===== src/rtl/multicycle_control_if.sv =====
// Bundle between the multi-cycle RV32I control unit and its surroundings:
// fetch port, data-memory handshake and datapath control strobes.
interface multicycle_control_if #(
  parameter int ALUOP_W = 4,
  parameter int RA_W    = 5
);
  // Handshake semantics: an instruction transfers on a rising edge where the
  // controller is in FETCH and instr_valid=1 (ir_we marks that cycle); a data
  // access completes on a rising edge where mem_req=1 and mem_ready=1. Neither
  // input has any effect outside its own state.
  logic [31:0]        instr;
  logic               instr_valid;
  logic               mem_ready;

  logic [2:0]         state;
  logic               ir_we;
  logic               pc_we;
  logic [ALUOP_W-1:0] alu_op;
  logic [RA_W-1:0]    rs1;
  logic [RA_W-1:0]    rs2;
  logic [RA_W-1:0]    rd;
  logic               reg_we;
  logic               mem_to_reg;
  logic               alu_src;
  logic               branch;
  logic               jump;
  logic               mem_req;
  logic               mem_we;
  logic               trap;

  modport master (
    input  instr, instr_valid, mem_ready,
    output state, ir_we, pc_we, alu_op, rs1, rs2, rd, reg_we, mem_to_reg,
           alu_src, branch, jump, mem_req, mem_we, trap
  );

  modport slave (
    output instr, instr_valid, mem_ready,
    input  state, ir_we, pc_we, alu_op, rs1, rs2, rd, reg_we, mem_to_reg,
           alu_src, branch, jump, mem_req, mem_we, trap
  );
endinterface


===== src/rtl/multicycle_control.sv =====
// Multi-cycle RV32I control FSM: FETCH/DECODE/EXEC/MEM/WB with a memory-wait
// timeout trap and an illegal-opcode trap. Outputs decode state plus fields latched in DECODE.
module multicycle_control #(
  parameter int ALUOP_W = 4,
  parameter int RA_W    = 5,
  parameter int TIMEOUT = 15
) (
  input  logic                  clk,
  input  logic                  reset_n,
  multicycle_control_if.master  bus
);

  localparam int CNT_W = $clog2(TIMEOUT + 1);

  localparam logic [2:0] S_FETCH  = 3'd0;
  localparam logic [2:0] S_DECODE = 3'd1;
  localparam logic [2:0] S_EXEC   = 3'd2;
  localparam logic [2:0] S_MEM    = 3'd3;
  localparam logic [2:0] S_WB     = 3'd4;
  localparam logic [2:0] S_TRAP   = 3'd5;

  localparam logic [6:0] OPC_LUI    = 7'b0110111;
  localparam logic [6:0] OPC_AUIPC  = 7'b0010111;
  localparam logic [6:0] OPC_LOAD   = 7'b0000011;
  localparam logic [6:0] OPC_STORE  = 7'b0100011;
  localparam logic [6:0] OPC_OP_IMM = 7'b0010011;
  localparam logic [6:0] OPC_OP     = 7'b0110011;
  localparam logic [6:0] OPC_JAL    = 7'b1101111;
  localparam logic [6:0] OPC_JALR   = 7'b1100111;
  localparam logic [6:0] OPC_BRANCH = 7'b1100011;

  logic [2:0]         state_q, state_d;
  logic [31:0]        ir_q;
  logic [CNT_W-1:0]   wait_cnt_q;

  logic [ALUOP_W-1:0] alu_op_q;
  logic [RA_W-1:0]    rs1_q, rs2_q, rd_q;
  logic               alu_src_q, mem_to_reg_q;
  logic               is_store_q, is_branch_q, is_jump_q;

  // Decode of the latched instruction; only consumed in DECODE.
  logic [6:0]         opc;
  logic [2:0]         funct3;
  logic               alt;
  logic               legal_d;
  logic [3:0]         code_d;
  logic [RA_W-1:0]    rs1_d, rs2_d, rd_d;
  logic               alu_src_d, mem_to_reg_d;
  logic               is_store_d, is_branch_d, is_jump_d;
  logic               unused_ir;

  assign opc       = ir_q[6:0];
  assign funct3    = ir_q[14:12];
  assign alt       = ir_q[30];
  assign unused_ir = ^{ir_q[31], ir_q[29:25]};

  // SUB exists only in register-register form; SRA/SRAI both use bit 30.
  function automatic logic [3:0] alu_code(input logic [2:0] f3, input logic a,
                                          input logic is_imm);
    logic [3:0] c;
    case (f3)
      3'd0:    c = (a && !is_imm) ? 4'd1 : 4'd0;
      3'd1:    c = 4'd4;
      3'd2:    c = 4'd2;
      3'd3:    c = 4'd3;
      3'd4:    c = 4'd9;
      3'd5:    c = a ? 4'd6 : 4'd5;
      3'd6:    c = 4'd8;
      default: c = 4'd7;
    endcase
    return c;
  endfunction

  always_comb begin
    legal_d      = 1'b1;
    code_d       = 4'd0;
    rs1_d        = ir_q[15 +: RA_W];
    rs2_d        = ir_q[20 +: RA_W];
    rd_d         = ir_q[7 +: RA_W];
    alu_src_d    = 1'b0;
    mem_to_reg_d = 1'b0;
    is_store_d   = 1'b0;
    is_branch_d  = 1'b0;
    is_jump_d    = 1'b0;
    case (opc)
      OPC_LUI, OPC_AUIPC: begin
        rs1_d     = '0;
        rs2_d     = '0;
        alu_src_d = 1'b1;
      end
      OPC_JAL: begin
        rs1_d     = '0;
        rs2_d     = '0;
        is_jump_d = 1'b1;
      end
      OPC_JALR: begin
        rs2_d     = '0;
        is_jump_d = 1'b1;
      end
      OPC_LOAD: begin
        rs2_d        = '0;
        alu_src_d    = 1'b1;
        mem_to_reg_d = 1'b1;
      end
      OPC_STORE: begin
        rd_d       = '0;
        alu_src_d  = 1'b1;
        is_store_d = 1'b1;
      end
      OPC_OP_IMM: begin
        rs2_d     = '0;
        alu_src_d = 1'b1;
        code_d    = alu_code(funct3, alt, 1'b1);
      end
      OPC_OP: begin
        code_d = alu_code(funct3, alt, 1'b0);
      end
      OPC_BRANCH: begin
        rd_d        = '0;
        is_branch_d = 1'b1;
        case (funct3)
          3'd0, 3'd1: code_d = 4'd1;
          3'd4, 3'd5: code_d = 4'd2;
          3'd6, 3'd7: code_d = 4'd3;
          default:    code_d = 4'd0;
        endcase
      end
      default: begin
        legal_d = 1'b0;
        rs1_d   = '0;
        rs2_d   = '0;
        rd_d    = '0;
      end
    endcase
  end

  always_comb begin
    state_d = state_q;
    case (state_q)
      S_FETCH:  if (bus.instr_valid) state_d = S_DECODE;
      S_DECODE: state_d = legal_d ? S_EXEC : S_TRAP;
      S_EXEC: begin
        if (mem_to_reg_q || is_store_q) state_d = S_MEM;
        else if (is_branch_q)          state_d = S_FETCH;
        else                           state_d = S_WB;
      end
      S_MEM: begin
        // Completion takes priority over the timeout on the final allowed cycle.
        if (bus.mem_ready)                             state_d = is_store_q ? S_FETCH : S_WB;
        else if (wait_cnt_q == CNT_W'(TIMEOUT - 1))    state_d = S_TRAP;
      end
      S_WB:     state_d = S_FETCH;
      S_TRAP:   state_d = S_TRAP;
      default:  state_d = S_TRAP;
    endcase
  end

  always_ff @(posedge clk or negedge reset_n) begin
    if (!reset_n) begin
      state_q      <= S_FETCH;
      ir_q         <= '0;
      wait_cnt_q   <= '0;
      alu_op_q     <= '0;
      rs1_q        <= '0;
      rs2_q        <= '0;
      rd_q         <= '0;
      alu_src_q    <= 1'b0;
      mem_to_reg_q <= 1'b0;
      is_store_q   <= 1'b0;
      is_branch_q  <= 1'b0;
      is_jump_q    <= 1'b0;
    end else begin
      state_q <= state_d;
      if (state_q == S_FETCH && bus.instr_valid) ir_q <= bus.instr;
      if (state_q == S_EXEC)                          wait_cnt_q <= '0;
      else if (state_q == S_MEM && !bus.mem_ready)    wait_cnt_q <= wait_cnt_q + CNT_W'(1);
      if (state_q == S_DECODE) begin
        alu_op_q     <= ALUOP_W'(code_d);
        rs1_q        <= rs1_d;
        rs2_q        <= rs2_d;
        rd_q         <= rd_d;
        alu_src_q    <= alu_src_d;
        mem_to_reg_q <= mem_to_reg_d;
        is_store_q   <= is_store_d;
        is_branch_q  <= is_branch_d;
        is_jump_q    <= is_jump_d;
      end
    end
  end

  // ir_we is qualified by reset_n so that it is low while reset is held.
  assign bus.state      = state_q;
  assign bus.ir_we      = reset_n && (state_q == S_FETCH) && bus.instr_valid;
  assign bus.pc_we      = ((state_q == S_EXEC) && is_branch_q)
                        | ((state_q == S_MEM) && is_store_q && bus.mem_ready)
                        | (state_q == S_WB);
  assign bus.alu_op     = alu_op_q;
  assign bus.rs1        = rs1_q;
  assign bus.rs2        = rs2_q;
  assign bus.rd         = rd_q;
  assign bus.reg_we     = (state_q == S_WB) && (rd_q != '0);
  assign bus.mem_to_reg = mem_to_reg_q;
  assign bus.alu_src    = alu_src_q;
  assign bus.branch     = (state_q == S_EXEC) && is_branch_q;
  assign bus.jump       = (state_q == S_WB) && is_jump_q;
  assign bus.mem_req    = (state_q == S_MEM);
  assign bus.mem_we     = (state_q == S_MEM) && is_store_q;
  assign bus.trap       = (state_q == S_TRAP);

endmodule

===== src/flat_wrapper.sv =====
// flat-port wrapper written by rule: the top's interface ports become plain ports
module multicycle_control_flat 
#(
  parameter int ALUOP_W = 4,
  parameter int RA_W    = 5,
  parameter int TIMEOUT = 15
)
  (clk, reset_n, bus_instr, bus_instr_valid, bus_mem_ready, bus_state, bus_ir_we, bus_pc_we, bus_alu_op, bus_rs1, bus_rs2, bus_rd, bus_reg_we, bus_mem_to_reg, bus_alu_src, bus_branch, bus_jump, bus_mem_req, bus_mem_we, bus_trap);
  multicycle_control_if #(.ALUOP_W(ALUOP_W), .RA_W(RA_W)) bus_i ();
  input  logic clk;
  input  logic reset_n;
  input wire logic [$bits(bus_i.instr)-1:0] bus_instr;
  input wire logic [$bits(bus_i.instr_valid)-1:0] bus_instr_valid;
  input wire logic [$bits(bus_i.mem_ready)-1:0] bus_mem_ready;
  output wire logic [$bits(bus_i.state)-1:0] bus_state;
  output wire logic [$bits(bus_i.ir_we)-1:0] bus_ir_we;
  output wire logic [$bits(bus_i.pc_we)-1:0] bus_pc_we;
  output wire logic [$bits(bus_i.alu_op)-1:0] bus_alu_op;
  output wire logic [$bits(bus_i.rs1)-1:0] bus_rs1;
  output wire logic [$bits(bus_i.rs2)-1:0] bus_rs2;
  output wire logic [$bits(bus_i.rd)-1:0] bus_rd;
  output wire logic [$bits(bus_i.reg_we)-1:0] bus_reg_we;
  output wire logic [$bits(bus_i.mem_to_reg)-1:0] bus_mem_to_reg;
  output wire logic [$bits(bus_i.alu_src)-1:0] bus_alu_src;
  output wire logic [$bits(bus_i.branch)-1:0] bus_branch;
  output wire logic [$bits(bus_i.jump)-1:0] bus_jump;
  output wire logic [$bits(bus_i.mem_req)-1:0] bus_mem_req;
  output wire logic [$bits(bus_i.mem_we)-1:0] bus_mem_we;
  output wire logic [$bits(bus_i.trap)-1:0] bus_trap;
  assign bus_i.instr = bus_instr;
  assign bus_i.instr_valid = bus_instr_valid;
  assign bus_i.mem_ready = bus_mem_ready;
  assign bus_state = bus_i.state;
  assign bus_ir_we = bus_i.ir_we;
  assign bus_pc_we = bus_i.pc_we;
  assign bus_alu_op = bus_i.alu_op;
  assign bus_rs1 = bus_i.rs1;
  assign bus_rs2 = bus_i.rs2;
  assign bus_rd = bus_i.rd;
  assign bus_reg_we = bus_i.reg_we;
  assign bus_mem_to_reg = bus_i.mem_to_reg;
  assign bus_alu_src = bus_i.alu_src;
  assign bus_branch = bus_i.branch;
  assign bus_jump = bus_i.jump;
  assign bus_mem_req = bus_i.mem_req;
  assign bus_mem_we = bus_i.mem_we;
  assign bus_trap = bus_i.trap;
  multicycle_control #(.ALUOP_W(ALUOP_W), .RA_W(RA_W), .TIMEOUT(TIMEOUT)) u_core (.clk(clk), .reset_n(reset_n), .bus(bus_i));
endmodule

===== config.mk =====
export PLATFORM = sky130hd
export DESIGN_NAME = multicycle_control_flat
export DESIGN_NICKNAME = d
export VERILOG_FILES = /design/src/rtl/multicycle_control_if.sv /design/src/rtl/multicycle_control.sv /design/src/flat_wrapper.sv
export SDC_FILE = /design/constraint.sdc
export NUM_CORES = 1
export LEC_CHECK = 0
export BUFFER_PORTS_ARGS = -buffer_cell sky130_fd_sc_hd__buf_2
export CAP_MARGIN = 20
export CORE_MARGIN = 1
export CORE_UTILIZATION = 45
export CTS_BUF_LIST = sky130_fd_sc_hd__clkbuf_16
export DETAILED_ROUTE_END_ITERATION = 10
export PLACE_DENSITY_LB_ADDON = 0.25
export SYNTH_ARGS = -nofsm -noshare
export SYNTH_HDL_FRONTEND = slang
export SYNTH_SLANG_ARGS = --single-unit

===== constraint.sdc =====
create_clock -name clk -period 1.7 [get_ports clk]
set_input_delay 0.085 -clock clk [delete_from_list [all_inputs] [get_ports clk]]
set_output_delay 0.085 -clock clk [all_outputs]
set_load 0.05 [all_outputs]

# After elaboration in Yosys (flattened, before gate mapping)
# Index checks and enable logic that the tools add are counted.
[op_classes]
n_addsub = 1
eq_ne = 24
muxes = 25
n_bitwise = 2
reduce_logical = 25
[ops]
columns = ["cell", "count"]
rows = [
  ["$pmux W4 S7", 2],
  ["$eq A7 B6 Y1 const B", 3],
  ["$eq A7 B7 Y1 const B", 3],
  ["$mux W3", 7],
  ["$eq A3 B3 Y1 const B", 6],
  ["$mux W5", 3],
  ["$pmux W3 S5", 1],
  ["$eq A7 B5 Y1 const B", 2],
  ["$eq A3 B2 Y1 const B", 4],
  ["$pmux W4 S3", 1],
  ["$logic_and A1 B1 Y1", 9],
  ["$reduce_or A9 Y1", 1],
  ["$mux W4", 2],
  ["$reduce_or A2 Y1", 4],
  ["$eq A7 B2 Y1 const B", 1],
  ["$mux W1", 7],
  ["$reduce_or A7 Y1", 1],
  ["$eq A3 B1 Y1 const B", 2],
  ["$logic_not A3 Y1", 2],
  ["$pmux W2 S3", 1],
  ["$reduce_or A6 Y1", 1],
  ["$reduce_bool A5 Y1", 1],
  ["$reduce_or A5 Y1", 1],
  ["$add A4 B1 Y4 const B", 1],
  ["other kinds (10)", 11],
]
[word_totals]
regBits = 62
inputBits = 36
out_inout_bits = 32

# Depth between registers and ports, before layout
# Gate-level depths: netlist of run 1.
[logic_depth]
depth_word = 5
mapped_depth = 6
depth_no_buf = 6

# Worst setup path before layout of run 1
# No wires, ideal clock.
[synth_timing]
path_type = "flip-flop to output port"
startpoint = "register u_core.state_q[1] (netlist: u_core.bus.state[1])"
endpoint = "output port bus_pc_we"
t_arrival_ns = 2.292
required_ns = 1.615
setup_slack_ns = -0.677
path_stages_with_launch = 5
n_path_buf = 1
path_cell_list = "dfrtp_1 -> clkbuf_1 -> nor2b_1 -> a21oi_1 -> o21ai_0"
[synth_via]
elab_chain_len = 5
[synth_lines]
columns = ["element", "line", "text"]
rows = [
  ["start: declaration", "multicycle_control.sv:32", "logic [2:0] state_q, state_d;"],
  ["start signal: assignment", "multicycle_control.sv:173", "state_q <= state_d;"],
  ["$eq A3 B2 Y1", "multicycle_control.sv:195", "| ((state_q == S_MEM) && is_store_q && bus.mem_ready)"],
  ["$logic_and A1 B1 Y1 (2 in series)", "multicycle_control.sv:195", ""],
  ["$or A1 B1 Y1", "multicycle_control.sv:195", ""],
  ["$or A1 B1 Y1 *", "multicycle_control.sv:196", "| (state_q == S_WB);"],
  ["end: declaration", "flat_wrapper.sv:17", "output wire logic [$bits(bus_i.pc_we)-1:0] bus_pc_we;"],
]
# Mark *: on every way between the ends. The rest lies on a longest branch, timed or not.

# Final worst setup path of run 1
[layout_timing]
startpoint = "register u_core.state_q[0] (netlist: u_core.bus.state[0])"
endpoint = "output port bus_ir_we"
[layout_via]
elab_chain_len = 3
[layout_lines]
columns = ["element", "line", "text"]
rows = [
  ["$logic_not A3 Y1", "multicycle_control.sv:193", "assign bus.ir_we = reset_n && (state_q == S_FETCH) && bus.instr_valid;"],
  ["$logic_and A1 B1 Y1 (2 in series)", "multicycle_control.sv:193", ""],
  ["end: declaration", "flat_wrapper.sv:16", "output wire logic [$bits(bus_i.ir_we)-1:0] bus_ir_we;"],
]
# No other way between the ends.

==> results of run 1 <==
stage by stage:
step	total power (W)	hold WS [ns]
6_report	0.00616	0.00754
5_1_grt	0.00651	0.00311
4_1_cts	0.00609	0.000861
3_5_place_dp	0.00422	0.308
3_3_place_gp	0.00416	0.307
2_1_floorplan	0.00364	-0.211
power by group:
| part | switching [W] | internal [W] | leakage, nW |
|---|---|---|---|
| clock | 0.000589 | 0.00111 | 0.144 |
| sequential | 0.000395 | 0.00180 | 0.734 |
| combinational | 0.00126 | 0.00100 | 0.939 |
routing by layer:
| layer | up-vias | global-route usage | share of wire |
|---|---|---|---|
| li1 | 1009 | - | - |
| met1 | 1014 | 0.280 | 0.46 |
| met2 | 43 | 0.345 | 0.48 |
| met3 | 12 | 0.0376 | 0.037 |
| met4 | 0 | 0.119 | 0.016 |
| met5 | - | 0 | 0 |
kinds of logic after synthesis:
| group | Yosys count |
|---|---|
| adders and majority gates | 2 |
| DFF | 57 |
| muxes | 26 |
| xor gates and xnor gates | 3 |
| AOI/OAI and AO/OA | 44 |
| buffers and inverters | 15 |
| and+or+nand+nor | 66 |
cell type report:
| class | count | area, um2 | share of cell area |
|---|---|---|---|
| flip-flops and latches | 57 | 1430 | 0.382 |
| multi-input cells | 141 | 1150 | 0.306 |
| repair buffers | 105 | 777 | 0.207 |
| clock buffers | 9 | 225 | 0.0600 |
| well taps | 72 | 90.1 | 0.0240 |
| clock inverters | 7 | 61.3 | 0.0163 |
| inverters | 5 | 18.8 | 0.00500 |
how the worst max path moves through the flow:
stage	startpoint	endpoint	cells past startpoint
final	u_core.bus.state[0]	bus_ir_we	4
after CTS	u_core.bus.state[1]	bus_ir_we	5
after global routing	u_core.bus.state[0]	bus_ir_we	4
after floorplan	u_core.bus.state[1]	bus_pc_we	5
after detailed placement	u_core.bus.state[2]	u_core.bus.alu_op[0]	4
after global placement	u_core.bus.state[1]	u_core.bus.alu_op[0]	4
cells in the final DEF, fill, tap and decap left out, types with 2 or more instances in the layout:
master and n:
a32o_1 2, dfrtp_1 53, mux2_2 21, a21oi_1 2, nor3_1 3, inv_1 5, clkbuf_16 10, nand3_1 3
clkinv_2 3, buf_6 5, and3_1 2, o31ai_1 2, nand2_1 14, and2_1 4, xor2_1 2, buf_4 15
a31oi_1 2, ha_1 2, and3b_1 3, clkinv_1 2, a22o_1 18, nand2b_1 3, o21ai_0 6, nor2_1 11
buf_2 58, nor2b_1 3, o211ai_1 2, dlygate4sd3_1 23, nand4_1 3, o41ai_1 2, mux2_4 4, dfrtp_2 4
repair_timing:
action | in CTS | in global routing
setup buffers | 4 | 1
cloned | 1 | 1
resized for setup | 16 | 10
hold buffers | 23 | 0
endpoints found under the setup margin | 3 | 40
pin swaps | 2 | 1
hold endpoints to repair | 71 | 0
==> impl_results.md, run 1 <==
- Outcome: finished, final reports clean
- Synthesized instance count: approximately 210
- Top FF cell, synth: dfrtp_1
- Post-Place Cell Area: slightly above 3000 um2
- CP cell instances: nor4b_4, buf_12, and2_4, buf_8
- Core Region: 5510 um2
- TritonCTS Buffers: 9
- # port buffers: 61
- IO Pins: 68
- Largest Register: u_core.ir_q
- Die area: approximately 6000 um2
- Iter 0 DRT Violations: between 60 and 70
- Vias in the first global route: between 2,000 and 2,500
- Layout cells sized above 1: 0.435
- Via Count: 2,078
- Reg2reg end: u_core.ir_q[20]
- R2R cell count: 4
- Crit end category: output port
- Largest net degree at the start of global routing: a little under 60
- Worst skew pair latency: ~0.32 ns
- Final core utilization: 0.681
- Crit share post-route: 0.981
- Delay-heaviest family, CP: simple AND/OR/NAND/NOR gates
- Post-synth net total: roughly 250
- Die Height: roughly 78 um
- Yosys warns: 0
- Cell Count, Final, Fillers Out: approximately 400
- Layout Nets: approximately 360
- Rows: 27
- Tightest Hold Check Type: in2reg
- Top cells by count, synth: dfrtp_1, mux2_2, a22o_1
- Post-synthesis mux area share: 0.113
- Synth Area in Simple Gates: 0.152
- Min-delay src: bus_instr[20]
- Synth Area in XOR/XNOR: 0.0102
- Clock skew: about 0.0058 ns
- Clock sink count: 57
- Post-Synth Adder-Cell Area: 0.00974
- Post-synth top area cell: dfrtp_1
- Final wirelength: between 5 and 6 mm
- Crit path launch type: flip-flop
- Via-to-Cell Ratio: between 5 and 6
- CP max stage delay: 0.43 ns
- Peak supply drop: slightly below 1000 uV
- R2R setup slack: about 0.060 ns
- Worst Path Arrival: 1.58 ns
- CP max FO: 3
- Clock Tree Buf Depth: 2
- Slew Limit Fails: 0
- RSZ-0062 raised after global routing: yes
- WP buf/inv: 2
- Synth Register Bits: 57
- Placement Setup Slack: 0.0258 ns
- H-tree depth: 3
- Inst Count DP: around 350
- DRC Markers: 0
- Root buffer cell: clkbuf_16
- Leak pwr: between 1.5 and 2 nW
- Setup WS post-layout: 0.0323 ns
- Initial antenna violation count: 0
- Cell area after layout: around 3800 um2
- Worst-margin pin slew: about 0.70 ns
- Drt first pass iters: 4
- Largest family of logic cells by synthesized area: simple AND/OR/NAND/NOR gates
- Placer Congestion: 0.807
- WL/cell: ~15 um
- Post-synth EDFFs: 0
- Final HPWL from detailed placement: around 3.8 mm
- Max FFs per register: 26
- Synthesized cell area: approximately 2600 um2
- WP data required: ~1.6 ns
- FF-to-FF Start: u_core.bus.state[0]
- Synthesized area per cell: about 12 um2
- Hold Path Depth: 2
- Slew margin rel.: 0.536
- Power Density: between 1500 and 2000 nW/um2
- FMAX: approximately 600 MHz
- Fin Setup TNS: 0 ns
- Syn-to-layout area delta: 46.0%
- CTS tree: built
- Count leader, synth: dfrtp_1
- Compound-gate portion of the synthesized area: 0.132
- First-pass GRT wire length: approximately 9.8 mm
- ANT nets after route: 0
- ANT cells: 0
- Synth unique cells: between 40 and 50
- Initial core utilization: 0.467
- Post-synth ARST share: 1.00
- Die width: 77.6 um
- Max stage delay cell, worst path: dfrtp_2
- Final setup viols: 0
- GRT overflow: 0
- Critical path class: reg2out
- Top-area cell type share of the netlist area: 0.555
- Synth top area cells: dfrtp_1, mux2_2, a22o_1
- Sequential area share after synthesis: 0.555
- Worst-path clk slew: 0.05 ns
- WHS Endpoint: u_core.ir_q[20]
- Fin. Hold Viols: 0
- Max cap viols: 0
- Filler cell count: ~420
- Final min period: ~1.7 ns
- GRT Overall Usage: 0.216
Power figures use the tool's default switching activity.
==> run 2: changes to the inputs <==
Settings changed: CORE_UTILIZATION 45 to 40.
==> run 2 against run 1 <==
  * Clock skew down 0.00076 ns
  * Register-to-register slack better by 0.03 ns
  * Sequential power barely moved
  * Via count shrank 1.3%
  * Non-clock buffer count is 8 lower
  * Combinational power is 3% lower
  * Fmax rose by 1.4%
  * Final cell count down 1.5%
  * Global-route usage decreased by 2.6 points
  * Total power decreased by 2.6%
  * Sequential cell count unchanged
  * Utilization fell by 8.5 points
  * Critical path type unchanged
  * Largest cell class unchanged
==> impl_results.md, run 2 (synthesis results as in run 1) <==
- Clock sink count: 57
- Core Region: between 6000 and 7000 um2
- Slew margin rel.: 0.528
- Die Height: approximately 80 um
- Via-to-Cell Ratio: 5.26
- Slew Limit Fails: 0
- Tightest Hold Check Type: in2reg
- Initial antenna violation count: 0
- ANT nets after route: 0
- Post-Place Cell Area: between 3000 and 4000 um2
- CP max FO: 3
- FMAX: 608 MHz
- Global route hottest layer: met2
- Crit share post-route: 0.968
- Final setup viols: 0
- Clock skew: between 0.004 and 0.005 ns
- DRC Markers: 0
- TritonCTS Buffers: 9
- ANT cells: 0
- Cell Count, Final, Fillers Out: 390
- Largest net degree at the start of global routing: 58
- Power Density: between 1500 and 2000 nW/um2
- Die width: between 80 and 90 um
- Worst-margin pin slew: 0.707 ns
- Inst Count DP: around 350
- CP startpoint: u_core.bus.state[1]
- Cell area after layout: 3610 um2
- CTS tree: built
- GRT Overall Usage: 0.190
- Worst skew pair latency: roughly 0.32 ns
- Worst-path clk slew: roughly 0.05 ns
- Global Route met1 Usage: 0.242
- Max FFs per register: 26
- GRT overflow: 0
- First-pass GRT wire length: 9.31 mm
- FF-to-FF Start: u_core.bus.state[1]
- Peak supply drop: 838 uV
- Rows: 28
- Die area: just under 7000 um2
- Layout cells sized above 1: 0.422
- Vias in the first global route: ~2,000
- Commonest non-fill, non-tap cell in the layout: buf_2
- Critical path class: reg2out
- Commonest cells after routing, fill and taps aside: buf_2, dfrtp_1, mux2_2
- Iter 0 DRT Violations: 93
- Largest Register: u_core.ir_q
- Clock Tree Buf Depth: 2
- Crit path launch type: flip-flop
- IO Pins: between 60 and 70
- Final total power: approximately 0.0060 W
- Fin Setup TNS: 0 ns
- Final min period: approximately 1.6 ns
- Syn-to-layout area delta: 40.6%
- Max cap viols: 0
- Met3 Usage GRT: 0.0538
- Final wirelength: around 5.8 mm
- WL/cell: approximately 15 um
- Placer Congestion: between 0.8 and 0.9
- Hold slack: roughly 0.0036 ns
- H-tree depth: 3
- Leak pwr: ~1.8 nW
- Outcome: finished, final reports clean
- Final HPWL from detailed placement: 3.66 mm
- Drt first pass iters: 4
- WP data required: 1.62 ns
- Via Count: 2,050
- Layout Nets: roughly 350
- Initial core utilization: 0.424
- Min-delay src: bus_instr[17]
- Worst Path Arrival: between 1.5 and 2 ns
- # port buffers: just over 60
- Crit end category: output port
- Fin. Hold Viols: 0
- Grt met2 use: 0.309
- Root buffer cell: clkbuf_16
==> run 2: changes by cell type in the layout (fill, tap and decap cells not counted), sizes merged <==
cell,before,now
clkinv,6,5
buf,81,80
dlygate4sd3,23,17
clkbuf,10,9
==> run 2: final cells by class <==
type                            instances  area (um2)
Tap cell                               75        93.8
Sequential cell                        57        1430
Inverter                                5        18.8
Clock buffer                            9         225
Clock inverter                          6        50.0
Multi-Input combinational cell        141        1110
Fill cell                             526        2450
Timing Repair Buffer                   97         681
==> run 2: routing by layer <==
| metal | up-vias | share of wire |
|---|---|---|
| met5 | - | 0 |
| met4 | 0 | 0.013 |
| met3 | 10 | 0.048 |
| met2 | 55 | 0.48 |
| met1 | 1004 | 0.45 |
| li1 | 981 | - |
==> run 2: what timing repair did <==
item                                    CTS  global route
endpoints found under the setup margin    3             5
hold buffers                             17             0
setup buffers                             4             0
hold endpoints to repair                 68             0
gates resized for setup                   9             6
gates cloned                              1             0
pin swaps                                 1             1
==> run 2: path summary, 6_finish.rpt <==
path | to | slack (ns) | cells past startpoint
max | bus_ir_we | 0.05 | 4
min | u_core.ir_q[17] | 0.004 | 2
max reg2reg | u_core.ir_q[8] | 0.09 | 4
min reg2reg | u_core.bus.alu_op[2] | 0.47 | 2
max in group asynchronous | u_core.bus.state[1] | 0.70 | 3
min in group asynchronous | u_core.bus.alu_op[3] | 0.48 | 3
==> run 2: power breakdown <==
| group | leakage [nW] | total (W) | internal, W | switching (W) |
|---|---|---|---|---|
| sequential | 0.735 | 0.00217 | 0.00180 | 0.000368 |
| clock | 0.135 | 0.00165 | 0.00110 | 0.000549 |
| combinational | 0.882 | 0.00219 | 0.000946 | 0.00124 |
==> run 2: metrics by stage <==
stage	utilization	setup slack, ns
2_1_floorplan	-	-0.0621
3_3_place_gp	0.504	0.106
3_5_place_dp	0.504	0.0933
4_1_cts	0.592	0.0298
5_1_grt	0.596	-0.000906
6_report	0.596	0.0549
==> run 2: critical path, stage by stage (launching register included) <==
cell,delay (ns)
dfrtp_2,0.43
nor4b_4,0.37
buf_12,0.15
and2_2,0.14
buf_6,0.15
==> run 3: changes to the inputs <==
Clock period 1.7 ns to 1.5 ns, I/O delays scaled along.
==> run 3 against run 2 <==
  * The flow now finishes with violations (setup timing)
  * Critical path depth rose by 1
  * Sequential share of layout area is 4.7 points lower
  * Clock skew rose by 0.0011 ns
  * Via count is 4.5% higher
  * Wire length up 13%
  * Clock power up 17%
  * Critical endpoint unchanged
  * Largest cell class unchanged
==> impl_results.md, run 3 (synthesis results as in run 1) <==
- Outcome: finished with violations
- Failing checks: setup timing
- Sequential Area: 1430 um2
- Crit end category: output port
- Vias in the first global route: around 2,100
- Clock skew: about 0.006 ns
- DRC Markers: 0
- Fin Setup TNS: -4.88 ns
- Drt first pass iters: 4
- First-pass GRT wire length: a little over 10 mm
- Die width: a little over 80 um
- Final wirelength: approximately 6.6 mm
- Largest net degree at the start of global routing: 58
- Die Height: ~82 um
- RSZ-0062 raised after global routing: yes
- Crit share post-route: 1.14
- Clock Tree Buf Depth: 2
- Clock sink count: 57
- Worst skew pair latency: about 0.32 ns
- Leak pwr: between 1.5 and 2 nW
- ANT nets after route: 0
- Via-to-Cell Ratio: roughly 5
- Min-delay src: bus_instr[10]
- Slew margin rel.: 0.528
- Peak supply drop: about 960 uV
- Hold Path Depth: 2
- CP startpoint: u_core.bus.state[1]
- ANT cells: 0
- Rows: 28
- FF-to-FF Start: u_core.bus.state[1]
- Core Region: around 6000 um2
- Final HPWL from detailed placement: between 3 and 4 mm
- Slew Limit Fails: 0
- R2R setup slack: -0.18 ns
- Filler cell count: about 450
- CTS tree: built
- WP data required: between 1 and 1.5 ns
- TritonCTS Buffers: 9
- Setup WS post-layout: -0.203 ns
- Final setup viols: slightly above 40
- Tightest Hold Check Type: in2reg
- Reg2reg end: u_core.ir_q[7]
- Final core utilization: 0.677
- CP max FO: 3
- Die area: 6750 um2
- Post-Place Cell Area: around 3200 um2
- WL/cell: ~16 um
- # port buffers: 61
- Power Density: roughly 1900 nW/um2
- Max FFs per register: 26
- Root buffer cell: clkbuf_16
- IO Pins: roughly 70
- Critical path class: reg2out
- Via Count: approximately 2,100
- Initial antenna violation count: 0
- Layout cells sized above 1: 0.506
- Fin. Hold Viols: 0
- Iter 0 DRT Violations: 97
- GRT Overall Usage: 0.208
- Worst Path Arrival: 1.63 ns
- Final min period: 1.70 ns
- Footprint of the multi-input gates: between 1000 and 1500 um2
- Cell area after layout: 4100 um2
- Commonest cells after routing, fill and taps aside: dfrtp_1, buf_2, buf_4
- Worst-margin pin slew: between 0.7 and 0.8 ns
- Commonest non-fill, non-tap cell in the layout: dfrtp_1
- GRT overflow: 0
- WHS Endpoint: u_core.ir_q[10]
- Layout Nets: approximately 380
- FMAX: between 500 and 600 MHz
- Crit path launch type: flip-flop
- R2R cell count: 5
- Placer Congestion: 0.761
- Largest Register: u_core.ir_q
- H-tree depth: 3
- Initial core utilization: 0.424
- Max cap viols: 0
- Syn-to-layout area delta: 59.5%
- Worst-path clk slew: approximately 0.050 ns
run 3: cell count changes in the layout (fill, tap and decap cells not counted), moves of 5 or more:
| cell | change |
|---|---|
| dlygate4sd3_1 | +7 |
| mux2_4 | +17 |
| buf_6 | +11 |
| buf_4 | +11 |
| mux2_2 | -17 |
| buf_2 | -5 |
run 3: per-layer routing:
metal / global-route usage / part of all wire / vias to the layer above
met5: 0 / 0 / -
met2: 0.305 / 0.49 / 53
met1: 0.301 / 0.46 / 1032
met4: 0.0965 / 0.019 / 0
li1: - / - / 1043
met3: 0.0330 / 0.034 / 14
run 3: report_power, final:
group	total, W	switching, W	internal (W)
Clock	0.00193	0.000668	0.00126
Sequential	0.00242	0.000384	0.00204
Combinational	0.00336	0.00172	0.00165
run 3: timing repair:
action,4_1_cts,5_1_grt
cloned,1,1
setup buffers,8,5
pin swaps,4,18
hold endpoints to repair,80,0
hold buffers,24,0
endpoints found under the setup margin,52,61
resized for setup,34,22
run 3: how the worst max path moves through the flow:
stage	end	slack (ns)
2_1_floorplan	u_core.bus.rs2[0]	-0.16
3_3_place_gp	u_core.bus.rd[3]	-0.12
4_1_cts	bus_ir_we	-0.19
5_1_grt	bus_ir_we	-0.23
3_5_place_dp	u_core.bus.rd[4]	-0.12
6_report	bus_ir_we	-0.20
run 3: layout make-up:
type | count | area share
inverter | 5 | 0.00458
multi-input combinational | 141 | 0.309
tap | 75 | 0.0229
timing repair buffer | 125 | 0.244
sequential | 57 | 0.349
clock buffer | 9 | 0.0549
clock inverter | 7 | 0.0150
run 3: worst max-delay path, stage by stage (launching register included):
cell	delay, ns
dfrtp_2	0.40
buf_6	0.12
nor4b_4	0.35
buf_12	0.16
and2_4	0.14
buf_8	0.14
run 3: metrics by stage:
stage / worst slack, ns / hold WS (ns) / instances / total power [W]
after global routing: -0.234 / 0.00326 / 419 / 0.00811
after CTS: -0.194 / 0.000899 / 415 / 0.00742
after floorplan: -0.165 / -0.221 / 213 / 0.00438
after detailed placement: -0.115 / 0.300 / 366 / 0.00518
after global placement: -0.123 / 0.305 / 366 / 0.00512
final: -0.203 / 0.00350 / 419 / 0.00771
